**src/rtl/rc5_sram_scheduler_pkg.sv**
```systemverilog
`default_nettype none
// ============================================================================
// Module   : rc5_sram_scheduler_pkg
// Brief    : Shared types and constants for the RC5 phase sequencer and
//            S-table RAM arbiter (state encoding, owner/mode codes, sizing).
// Revision : 1.0  initial release
// ============================================================================
package rc5_sram_scheduler_pkg;

  // Datapath width of the RC5 core; RAM data never passes the arbiter
  localparam int W_DEF = 32;
  // Default round count
  localparam int R_DEF = 12;

  // Number of S-table words for a given round count
  function automatic int t_of(input int rounds);
    return 2 * (rounds + 1);
  endfunction

  // S-RAM address width for a given round count
  function automatic int t_length_of(input int rounds);
    return $clog2(t_of(rounds));
  endfunction

  typedef enum logic [2:0] {
    ST_IDLE      = 3'd0,
    ST_EXP_WAIT  = 3'd1,
    ST_EXP_RUN   = 3'd2,
    ST_CIPH_WAIT = 3'd3,
    ST_CIPH_RUN  = 3'd4,
    ST_DEC_WAIT  = 3'd5,
    ST_DEC_RUN   = 3'd6,
    ST_FINISH    = 3'd7
  } state_t;

  // RAM owner codes
  localparam logic [1:0] OWN_NONE = 2'd0;
  localparam logic [1:0] OWN_EXP  = 2'd1;
  localparam logic [1:0] OWN_CIPH = 2'd2;
  localparam logic [1:0] OWN_DEC  = 2'd3;

  // Host job modes
  localparam logic [1:0] MODE_ENC  = 2'b00;
  localparam logic [1:0] MODE_DEC  = 2'b01;
  localparam logic [1:0] MODE_RT   = 2'b10;
  localparam logic [1:0] MODE_RSVD = 2'b11;

  // Last count value of the two-cycle WAIT hold
  localparam logic [1:0] WAIT_LAST = 2'd1;

  // Engine that owns the RAM in a given state
  function automatic logic [1:0] owner_of(input state_t s);
    case (s)
      ST_EXP_WAIT,  ST_EXP_RUN:  return OWN_EXP;
      ST_CIPH_WAIT, ST_CIPH_RUN: return OWN_CIPH;
      ST_DEC_WAIT,  ST_DEC_RUN:  return OWN_DEC;
      default:                   return OWN_NONE;
    endcase
  endfunction

endpackage
`default_nettype wire

```
**src/rtl/rc5_sram_port_mux.sv**
```systemverilog
`default_nettype none
// ============================================================================
// Module   : rc5_sram_port_mux
// Brief    : Combinational owner-to-port multiplexer for the shared S RAM.
//            Only the current owner's addresses reach the RAM; the expander
//            is the only engine allowed to write.
// Revision : 1.0  initial release
// ============================================================================
module rc5_sram_port_mux
  import rc5_sram_scheduler_pkg::*;
#(
  parameter int T_LENGTH = t_length_of(R_DEF)
) (
  input  logic [1:0]          owner,
  input  logic [T_LENGTH-1:0] addr_exp,
  input  logic                we_exp,
  input  logic [T_LENGTH-1:0] addr_ciph1,
  input  logic [T_LENGTH-1:0] addr_ciph2,
  input  logic [T_LENGTH-1:0] addr_dec1,
  input  logic [T_LENGTH-1:0] addr_dec2,
  output logic [T_LENGTH-1:0] addr_a,
  output logic [T_LENGTH-1:0] addr_b,
  output logic                we_a
);

  // Route the owning engine's requests; unowned RAM sees all zeros
  always_comb begin
    addr_a = '0;
    addr_b = '0;
    we_a   = 1'b0;
    case (owner)
      OWN_EXP: begin
        addr_a = addr_exp;
        we_a   = we_exp;
      end
      OWN_CIPH: begin
        addr_a = addr_ciph1;
        addr_b = addr_ciph2;
      end
      OWN_DEC: begin
        addr_a = addr_dec1;
        addr_b = addr_dec2;
      end
      default: ;
    endcase
  end

endmodule
`default_nettype wire

```
**src/rtl/rc5_sram_scheduler.sv**
```systemverilog
`default_nettype none
// ============================================================================
// Module   : rc5_sram_scheduler
// Brief    : RC5 phase sequencer. Runs key expansion when the S table is
//            stale, then starts cipher and/or decipher engines in order while
//            granting the shared S RAM to exactly one engine at a time.
// Revision : 1.0  initial release
// ============================================================================
module rc5_sram_scheduler
  import rc5_sram_scheduler_pkg::*;
#(
  parameter int R        = R_DEF,
  parameter int T_LENGTH = t_length_of(R)
) (
  input  logic                clk,
  input  logic                rst,
  input  logic                iStart,
  input  logic [1:0]          iMode,
  input  logic                iRekey,
  output logic                oBusy,
  output logic                oDone,
  output logic                oError,
  output logic                oKeyValid,
  output logic [1:0]          oOwner,
  output logic                oExpandStart,
  output logic                oCipherStart,
  output logic                oDecipherStart,
  input  logic                iExpandDone,
  input  logic                iCipherDone,
  input  logic                iDecipherDone,
  input  logic [T_LENGTH-1:0] iS_addr_exp,
  input  logic                iS_we_exp,
  input  logic [T_LENGTH-1:0] iS_addr_ciph1,
  input  logic [T_LENGTH-1:0] iS_addr_ciph2,
  input  logic [T_LENGTH-1:0] iS_addr_dec1,
  input  logic [T_LENGTH-1:0] iS_addr_dec2,
  output logic [T_LENGTH-1:0] oS_addr_a,
  output logic [T_LENGTH-1:0] oS_addr_b,
  output logic                oS_we_a
);

  state_t     state,      state_next;
  logic [1:0] wait_cnt,   wait_cnt_next;
  logic [1:0] mode,       mode_next;
  logic [1:0] owner,      owner_next;
  logic       key_valid,  key_valid_next;
  logic       exp_start,  exp_start_next;
  logic       ciph_start, ciph_start_next;
  logic       dec_start,  dec_start_next;
  logic       error,      error_next;
  logic       stray_done;

  // Next-state, counter, key-valid, start-pulse and error decode
  always_comb begin
    state_next      = state;
    wait_cnt_next   = '0;
    mode_next       = mode;
    key_valid_next  = key_valid;
    exp_start_next  = 1'b0;
    ciph_start_next = 1'b0;
    dec_start_next  = 1'b0;

    // A done from anyone but the RAM owner is dropped and flagged
    stray_done = (iExpandDone   && (owner != OWN_EXP))  ||
                 (iCipherDone   && (owner != OWN_CIPH)) ||
                 (iDecipherDone && (owner != OWN_DEC));
    error_next = stray_done;

    case (state)
      ST_IDLE: begin
        if (iStart) begin
          if (iMode == MODE_RSVD) begin
            error_next = 1'b1;
          end else begin
            mode_next = iMode;
            if (iRekey || !key_valid) begin
              state_next     = ST_EXP_WAIT;
              key_valid_next = 1'b0;
            end else if (iMode == MODE_DEC) begin
              state_next = ST_DEC_WAIT;
            end else begin
              state_next = ST_CIPH_WAIT;
            end
          end
        end
      end
      ST_EXP_WAIT: begin
        if (wait_cnt == WAIT_LAST) begin
          state_next     = ST_EXP_RUN;
          exp_start_next = 1'b1;
        end else begin
          wait_cnt_next = wait_cnt + 2'd1;
        end
      end
      ST_CIPH_WAIT: begin
        if (wait_cnt == WAIT_LAST) begin
          state_next      = ST_CIPH_RUN;
          ciph_start_next = 1'b1;
        end else begin
          wait_cnt_next = wait_cnt + 2'd1;
        end
      end
      ST_DEC_WAIT: begin
        if (wait_cnt == WAIT_LAST) begin
          state_next     = ST_DEC_RUN;
          dec_start_next = 1'b1;
        end else begin
          wait_cnt_next = wait_cnt + 2'd1;
        end
      end
      ST_EXP_RUN: begin
        if (iExpandDone) begin
          key_valid_next = 1'b1;
          state_next     = (mode == MODE_DEC) ? ST_DEC_WAIT : ST_CIPH_WAIT;
        end
      end
      ST_CIPH_RUN: begin
        if (iCipherDone) begin
          state_next = (mode == MODE_RT) ? ST_DEC_WAIT : ST_FINISH;
        end
      end
      ST_DEC_RUN: begin
        if (iDecipherDone) begin
          state_next = ST_FINISH;
        end
      end
      ST_FINISH: begin
        state_next = ST_IDLE;
      end
      default: begin
        state_next = ST_IDLE;
      end
    endcase

    // Ownership follows the state being entered so the mux is registered-driven
    owner_next = owner_of(state_next);
  end

  // State, counter and registered outputs; reset returns everything to idle
  always_ff @(posedge clk or negedge rst) begin
    if (!rst) begin
      state      <= ST_IDLE;
      wait_cnt   <= '0;
      mode       <= MODE_ENC;
      owner      <= OWN_NONE;
      key_valid  <= 1'b0;
      exp_start  <= 1'b0;
      ciph_start <= 1'b0;
      dec_start  <= 1'b0;
      error      <= 1'b0;
    end else begin
      state      <= state_next;
      wait_cnt   <= wait_cnt_next;
      mode       <= mode_next;
      owner      <= owner_next;
      key_valid  <= key_valid_next;
      exp_start  <= exp_start_next;
      ciph_start <= ciph_start_next;
      dec_start  <= dec_start_next;
      error      <= error_next;
    end
  end

  assign oBusy          = (state != ST_IDLE);
  assign oDone          = (state == ST_FINISH);
  assign oError         = error;
  assign oKeyValid      = key_valid;
  assign oOwner         = owner;
  assign oExpandStart   = exp_start;
  assign oCipherStart   = ciph_start;
  assign oDecipherStart = dec_start;

  rc5_sram_port_mux #(
    .T_LENGTH (T_LENGTH)
  ) u_port_mux (
    .owner      (owner),
    .addr_exp   (iS_addr_exp),
    .we_exp     (iS_we_exp),
    .addr_ciph1 (iS_addr_ciph1),
    .addr_ciph2 (iS_addr_ciph2),
    .addr_dec1  (iS_addr_dec1),
    .addr_dec2  (iS_addr_dec2),
    .addr_a     (oS_addr_a),
    .addr_b     (oS_addr_b),
    .we_a       (oS_we_a)
  );

endmodule
`default_nettype wire

```
**config.mk**
```make
export PLATFORM = sky130hd
export DESIGN_NAME = rc5_sram_scheduler
export DESIGN_NICKNAME = d
export VERILOG_FILES = /design/src/rtl/rc5_sram_scheduler_pkg.sv /design/src/rtl/rc5_sram_port_mux.sv /design/src/rtl/rc5_sram_scheduler.sv
export SDC_FILE = /design/constraint.sdc
export NUM_CORES = 1
export LEC_CHECK = 0
export ABC_AREA = 1
export CAP_MARGIN = 20
export CORE_ASPECT_RATIO = 0.8
export CORE_MARGIN = 5
export CORE_UTILIZATION = 40
export CTS_BUF_LIST = sky130_fd_sc_hd__clkbuf_16
export CTS_CLUSTER_SIZE = 28
export DETAILED_ROUTE_END_ITERATION = 12
export PLACE_DENSITY_LB_ADDON = 0.25
export SYNTH_ARGS = -nofsm -noshare
export SYNTH_HDL_FRONTEND = slang
export SYNTH_SLANG_ARGS = --single-unit
```
**constraint.sdc**
```tcl
create_clock -name clk -period 4 [get_ports clk]
set_clock_uncertainty 0.05 [all_clocks]
set_input_delay 0.8 -clock clk [delete_from_list [all_inputs] [get_ports clk]]
set_output_delay 0.8 -clock clk [all_outputs]
set_load 0.02 [all_outputs]
```
# Word level (Yosys, flattened, before mapping)
# Index checks and enable logic that the tools add are counted.
[word_totals] reg_bits=14 latchBits=0 ram_bits=0 mem_bits_ro=0 input_bits=35 output_inout_bits=20 wordCells=86 n_memories=0
[classes] add_sub_neg=1 multipliers=0 div=0 n_lt_le_gt_ge=0 eq_ne=28 shifts=0 mux=31 bitwise_logic=1 n_reduce_logical=16
[ops] cell="$mux W3" n=11
[ops] cell="$pmux W3 S8" n=1
[ops] cell="$eq A3 B3 Y1 const B" n=7
[ops] cell="$pmux W5 S3" n=1
[ops] cell="$eq A3 B2 Y1 const B" n=4
[ops] cell="$mux W1" n=12
[ops] cell="$ne A2 B2 Y1 const B" n=6
[ops] cell="$pmux W5 S2" n=1
[ops] cell="$eq A2 B1 Y1 const B" n=4
[ops] cell="$eq A2 B2 Y1 const B" n=4
[ops] cell="$eq A3 B1 Y1 const B" n=2
[ops] cell="$mux W2" n=3
[ops] cell="$pmux W2 S3" n=1
[ops] cell="$reduce_or A2 Y1" n=3
[ops] cell="$reduce_and A5 Y1" n=1
[ops] cell="$logic_and A1 B1 Y1" n=3
[ops] cell="$logic_not A3 Y1" n=1
[ops] cell="$logic_or A1 B1 Y1" n=3
[ops] cell="$reduce_and A3 Y1" n=1
[ops] cell="$reduce_bool A3 Y1" n=1
[ops] cell="$reduce_or A3 Y1" n=1
[ops] cell="$add A2 B1 Y2 const B" n=1
[ops] cell="$ne A2 B1 Y1 const B" n=1
[ops] cell="$pmux W1 S2" n=1
[ops] cell="3 further kinds" n=3

# Logic depth before layout (Yosys ltp)
# Gate-level depths: netlist (run 1).
[depth] depth_word=9 depth_mapped=12 mapped_depth_nobuf=12

# Hierarchy
# A second synthesis (run 1) with hierarchy kept.
[unflattened] hier_cells=139 area_unflattened_um2=996.0
[modules_own_cells] module="rc5_sram_scheduler" n_inst=1 cells_each=96 area_per_inst_um2=795.8 seq_area_each_um2=350.3
[modules_own_cells] module="rc5_sram_port_mux" n_inst=1 cells_each=43 area_per_inst_um2=200.2 seq_area_each_um2=0.0

# Worst setup path before layout (run 1)
# OpenSTA, ideal clock, no wires.
[synth_path] kind="input to register" start="in iRekey" end="reg owner[1], in the netlist oOwner[1]" setup_ps=113 arrival_ps=1813 slack_ps=2024 path_stages=11 path_buffers=0 cell_sequence="nor2_1 -> nand3_1 -> nand2_1 -> nand3_1 -> nand2_1 -> nand3_1 -> ha_1 -> nor3_1 -> nand2_1 -> nand2_1 -> inv_1"
[synth_between] elab_chain_cells=8 elab_cells_between_ends=15 cone_classes="eq/ne: 6; mux: 5; reduce/logical: 4"
[synth_rtl] element="start, declared" line_no="rc5_sram_scheduler.sv:19" text="input logic iRekey,"
[synth_rtl] element="$logic_or A1 B1 Y1 (*)" line_no="rc5_sram_scheduler.sv:76" text="if (iRekey || !key_valid) begin"
[synth_rtl] element="$mux W3 (*)" line_no="rc5_sram_scheduler.sv:76"
[synth_rtl] element="$mux W3 (*)" line_no="rc5_sram_scheduler.sv:72" text="if (iMode == MODE_RSVD) begin"
[synth_rtl] element="$mux W3 (*)" line_no="rc5_sram_scheduler.sv:71" text="if (iStart) begin"
[synth_rtl] element="$pmux W3 S8 (*)" line_no="rc5_sram_scheduler.sv:69" text="case (state)"
[synth_rtl] element="$eq A3 B3 Y1 (tied with other cells)" line_no="rc5_sram_scheduler_pkg.sv:53" text="case (s)"
[synth_rtl] element="$reduce_or A2 Y1" line_no="rc5_sram_scheduler_pkg.sv:53"
[synth_rtl] element="$pmux W2 S3 (*)" line_no="rc5_sram_scheduler_pkg.sv:53"
[synth_rtl] element="via owner_next[1]" line_no="rc5_sram_scheduler.sv:45" text="logic [1:0] owner, owner_next;"
[synth_rtl] element="end signal, assigned" line_no="rc5_sram_scheduler.sv:155" text="owner <= owner_next;"
[synth_rtl] element="end, declared" line_no="rc5_sram_scheduler.sv:45"
# Mark *: on every way through the listed nets, which the timed path passes. The rest lies on a longest branch.
# A chain may end at the register's enable or synchronous reset.

# Worst setup path after layout (run 1)
[layout_path] start="in iS_addr_ciph1[0]" end="out oS_addr_a[0]"
[layout_between] elab_chain_cells=1
[layout_rtl] element="start, declared" line_no="rc5_sram_scheduler.sv:33" text="input logic [T_LENGTH-1:0] iS_addr_ciph1,"
[layout_rtl] element="$pmux W5 S3" line_no="rc5_sram_port_mux.sv:31" text="case (owner)"
[layout_rtl] element="end, declared" line_no="rc5_sram_scheduler.sv:37" text="output logic [T_LENGTH-1:0] oS_addr_a,"
# No other way between the ends.

==> run metrics, run 1 <==
run status=finished clean; area grow syn2layout=69.2%; Routed WL per cell=14.9 um; Clk pwr share=0.166; total global-route track usage=0.185; Post-Syn Nets=160; Inserted Clock Buffers=3; Final Hold Viols=0; clk_lat worst skew=240 ps; Gate power share=0.617; WP data required=3150 ps; setup tns final=0 ps; sw frac=0.451; initial antenna violation count=0; Antenna Nets Post-Route=0; Pleak=0.000754 uW; hold buffer count at cts=0; Finished Core Util=0.718; most frequent CP cell=clkdlybuf4s50_1; Final GP Congestion=0.848; drt via density=4.98; Fmax=roughly 0.35 GHz; FF-to-FF setup slack=2040 ps; Seq pwr share=0.218; CP startpoint=iS_addr_ciph1[0]; register area share after synthesis=0.379; DP HPWL=2490 um; pin count of the biggest net entering global routing=15; global route overflow=0; Crit-path slowest cell=clkdlybuf4s50_1; Rel. slew slack=0.594; maximum clock path buffer count=2; final setup vio count=0; drt drc=0; fin. max-slew vios=0; Clock transition at path regs=40 ps; RSZ-0062 raised after global routing=false; vias in the first global route=1016; Pint=623 uW; Die H=about 53 um; Crit Path Max Fanout=1; NetSw=512 uW; Hold Slack=about 410 ps; root buffer cell=clkbuf_16; drt first pass iters=4; CP arrival=2030 ps; CTS tree=done; Post-Syn Area=923 um^2; worst slew pin tran=a little over 600 ps; FP Rows=15; min Tclk post-route=between 2000 and 3000 ps; WS Path Type=in -> out; DRT iter0 DRCs=30; CP delay by family, top=buffers and inverters; Worst Setup Slack, final=1120 ps; Seq cells post-synth=14; # clock sinks=14; setup slack after placement=1120 ps; power density cells=726 mW/mm^2; first-pass GRT wire length=roughly 4900 um; Nets=between 200 and 250; # diodes=0; via count=1011; Worst IR Drop VDD=0.564 mV; worst path bufs/invs=2; Die ar.=0.00338 mm^2; Core Area=about 0.0022 mm^2; # Max-Cap Violations=0; CP peak stage delay=610 ps; worst min path class=reg -> reg; I/O Buffers=54; yosys synthesis warning count=0; CP startpoint kind=primary input; cells after synthesis=121; CP endpoint kind=output port; I/O pin total=55; CTS resizes=0; worst r2r src=state[2]; fin crit share=0.721; Final Power=1130 uW; Routed WL=3030 um; start point of the worst hold path=wait_cnt[0]; worst path cell trace=clkdlybuf4s50_1 -> nand2_1 -> nand3_1 -> clkdlybuf4s50_1; Setup Fix Bufs, Post-CTS=0; Avg Synthesized Cell Area=between 7 and 8 um^2; Starting Density=0.424; Die W=63.7 um; post-synth cell types=24; share of cells above drive strength 1=0.0618; CTS H-tree lvls=1
## routing by layer
layer | share of wire | global-route usage
met1 | 0.40 | 0.208
met2 | 0.55 | 0.351
met3 | 0.050 | 0.0552
met4 | 0.0040 | 0.0311
met5 | 0 | 0
## area by class of cell
class	count	area, um^2
clock buffer	3	75.1
clock inverter	1	3.75
fill	195	614
inverter	18	67.6
multi-input combinational	88	494
sequential	14	350
tap	25	31.3
timing repair buffer	54	541
## final timing paths
| check | end | cells after the start |
|---|---|---|
| min | wait_cnt[0] | 1 |
| max in group asynchronous | oExpandStart | 1 |
| min in group asynchronous | oDecipherStart | 1 |
| max | oS_addr_a[0] | 4 |
| max reg2reg | oOwner[1] | 10 |
| min reg2reg | wait_cnt[0] | 1 |
## layout by cell type (no fill, tap or decap)
master | Yosys | layout
a21oi_1 | 2 | 2
nor2_8 | 1 | 1
nand4_1 | 2 | 2
nand2_1 | 35 | 35
inv_1 | 17 | 17
a22o_1 | 5 | 5
clkdlybuf4s50_1 | 0 | 54
nor2_4 | 1 | 1
and3_1 | 1 | 1
dfrtp_1 | 14 | 14
clkbuf_16 | 0 | 3
o2111ai_1 | 1 | 1
nand2_2 | 1 | 1
mux2_2 | 1 | 1
clkinv_1 | 1 | 2
nor3_1 | 2 | 2
nand3_1 | 13 | 13
nor4_1 | 3 | 3
nor2_2 | 2 | 2
nor2_1 | 6 | 6
nand3_2 | 1 | 1
ha_1 | 4 | 4
o21bai_1 | 1 | 1
o21ai_0 | 5 | 5
nand2_4 | 1 | 1
## logic make-up (layout without fill, tap and decap cells)
logic type / Yosys count / in the layout / synth area share
AND/OR/NAND/NOR: 69 / 69 / 0.366
buffers and inverters: 19 / 76 / 0.0854
AO/OA/AOI/OAI: 14 / 14 / 0.103
flip-flops: 14 / 14 / 0.379
adder cells (fa/ha/maj): 4 / 4 / 0.0542
multiplexers: 1 / 1 / 0.0122
## power by group through the flow
stage	combinational (uW)	clock, uW	sequential, uW
2_1_floorplan	407	0	254
3_3_place_gp	669	0	244
3_5_place_dp	698	0	248
4_1_cts	705	189	247
5_1_grt	771	200	257
6_report	699	188	247
## cells in the mapped netlist, drive strengths merged
cell,n,share of area
a22o,5,0.047
a21oi,2,0.011
o2111ai,1,0.0095
nor4,3,0.020
nor2,10,0.072
buf,1,0.012
clkinv,1,0.0041
o21bai,1,0.0081
nor3,2,0.011
inv,17,0.069
ha,4,0.054
nand4,2,0.014
o21ai,5,0.027
and3,1,0.0068
nand2,37,0.16
dfrtp,14,0.38
nand3,14,0.081
mux2,1,0.012
## registers in the layout, indices dropped and copies added, names as in the netlist
register,count
oOwner,2
oExpandStart,1
oKeyValid,1
mode,2
oError,1
oCipherStart,1
wait_cnt,2
state,3
oDecipherStart,1
## stage by stage
step | std cells | area (um^2)
2_1_floorplan | 121 | 923
3_5_place_dp | 199 | 1480
4_1_cts | 203 | 1560
3_3_place_gp | 199 | 1480
5_1_grt | 203 | 1560
6_report | 203 | 1560
(Power assumes the default switching activity.)
==> run 2: changes to the inputs <==
CORE_UTILIZATION = 37   (was 40)
clock period = 2.92 ns   (was 4 ns; I/O delays follow)
==> run 2 against run 1 <==
Net effect: worst setup slack got worse by 720 ps; global-route usage fell by 3.0 points; critical path depth rose by 1; clock-buffer cell count did not move; hold slack got worse by 3.8 ps.
==> run metrics, run 2 (same netlist as run 1, synthesis figures left out) <==
setup slack after placement=396 ps (-723 ps); Non-Filler Instances=214 (+5.4%); CP endpoint kind=output port; Largest Register=state; clk_lat worst skew=240 ps (about the same); NetSw=687 uW (+34%); power density cells=976 mW/mm^2 (+35%); worst path cell trace=inv_1 -> nor2_2 -> nand2_1 -> nand3_1 -> clkdlybuf4s50_1; WS Path Type=reg -> out; initial antenna violation count=0 (unchanged); FF-to-FF setup slack=960 ps (-1080 ps); drt via density=4.66 (-6.4%); Crit-path slowest cell=clkdlybuf4s50_1; Fmax=0.395 GHz; hold endpoint=wait_cnt[0]; Final GP Congestion=0.792 (-6.6%); min Tclk post-route=2530 ps; # clock sinks=14 (unchanged); run status=finished clean; DRT iter0 DRCs=58 (+93%); CTS H-tree lvls=1 (unchanged); maximum clock path buffer count=2 (unchanged); FP Rows=16 (+1); grt peak-use layer=met2; fin crit share=0.866; RSZ-0062 raised after global routing=false; fin. max-slew vios=0 (unchanged); cell area after placement=0.00150 mm^2 (+0.93%); Die ar.=0.00360 mm^2 (+6.7%); Routed WL=2810 um (-7.2%); most frequent cells in the layout=clkdlybuf4s50_1, nand2_1, inv_1; CP startpoint=oOwner[1]; final setup vio count=0 (unchanged); final instance area=0.00158 mm^2 (+0.88%); Worst IR Drop VDD=0.618 mV (+9.4%); via count=998 (-1.3%); Core Area=0.00242 mm^2 (+11%); Antenna Nets Post-Route=0 (unchanged); hold path depth=1 (unchanged); Nets=218 (unchanged); area grow syn2layout=70.7%; drt drc=0 (unchanged); Pint=852 uW (+37%); Final Hold Viols=0 (unchanged); hold buffer count at cts=0 (unchanged); worst reg2reg path endpoint=oOwner[1]; worst r2r src=state[2]; # diodes=0 (unchanged); Starting Density=0.381 (-0.0429); CTS tree=done; CP startpoint kind=register; Worst Setup Slack, final=391 ps (-725 ps); # Max-Cap Violations=0 (unchanged); global-route met1 utilization=0.187 (-0.0208); Seq pwr share=0.220 (+0.002); start point of the worst hold path=wait_cnt[0]; pin count of the biggest net entering global routing=15 (unchanged); most common cell after layout, fill and taps aside=clkdlybuf4s50_1; Clk pwr share=0.165 (about the same); Setup Fix Bufs, Post-CTS=0 (unchanged); Crit Path Max Fanout=10 (+9); CTS resizes=0 (unchanged); vias in the first global route=949 (-6.6%); root buffer cell=clkbuf_16; sw frac=0.446 (-0.00471); first-pass GRT wire length=4280 um (-13%); setup tns final=0 ps (unchanged); Die H=54.7 um (+3.2%); R2R cell count=11 (+1); Rel. slew slack=0.576 (-0.0179); grt met2 use=0.276 (-0.0751); total global-route track usage=0.155 (-0.0300); WP data required=2290 ps (-860 ps); Inserted Clock Buffers=3 (unchanged); placed cell count=210 (+5.5%); Largest register FFs=3 (unchanged); Routed WL per cell=13.1 um (-12%); CP peak stage delay=610 ps (about the same); I/O pin total=55 (unchanged); I/O Buffers=54 (unchanged); Final Power=1540 uW (+36%); global route overflow=0 (unchanged); Clock transition at path regs=40 ps (about the same); CP arrival=1890 ps (-140 ps); Pleak=0.000754 uW (unchanged); Die W=65.9 um (+3.4%); Gate power share=0.615 (-0.002); drt first pass iters=4 (unchanged); DP HPWL=2310 um (-7.0%); met3 usage=0.0411 (-0.0141); worst min path class=reg -> reg; worst slew pin tran=634 ps (+26.8 ps); share of cells above drive strength 1=0.0618 (unchanged)
==> run 2: cell counts in the layout (fill, tap and decap cells not counted) <==
No cell type changed its count.
==> run 2: worst max-delay path by stage <==
stage / endpoint / depth (start not counted)
6_report: oS_addr_a[0] / 5
5_1_grt: oS_addr_a[2] / 5
4_1_cts: oS_addr_a[0] / 5
3_5_place_dp: oOwner[1] / 11
3_3_place_gp: oS_addr_a[4] / 4
2_1_floorplan: oOwner[1] / 11
==> run 2: metal layers <==
metal | wire length (um) | part of all wire
met5 | 0 | 0
met2 | 1540 | 0.55
met1 | 1130 | 0.40
met4 | 23 | 0.0082
met3 | 119 | 0.042
==> run 2: through the flow <==
stage	hold WS, ps	util
global route	436	0.651
global placement	393	0.618
floorplan	238	-
finish	410	0.651
detailed placement	405	0.618
CTS	411	0.651
==> run 2: power by group through the flow <==
stage	combinational (uW)	sequential [uW]	clock, uW
3_3_place_gp	924	336	0
6_report	946	339	254
3_5_place_dp	945	340	0
5_1_grt	1030	351	266
4_1_cts	953	338	259
2_1_floorplan	557	348	0
==> run 2: area by class of cell <==
| class | instances | area (um^2) |
|---|---|---|
| fill | 216 | 846 |
| timing repair buffer | 54 | 541 |
| multi-input combinational | 88 | 494 |
| sequential | 14 | 350 |
| clock buffer | 3 | 75.1 |
| inverter | 18 | 67.6 |
| tap | 36 | 45.0 |
| clock inverter | 1 | 3.75 |
==> run 2: worst max-delay path: cells and delay by family (launching register included) <==
family | cells | cell delay, ps
buffers and inverters | 2 | 710
flip-flops | 1 | 420
AND/OR/NAND/NOR | 3 | 520
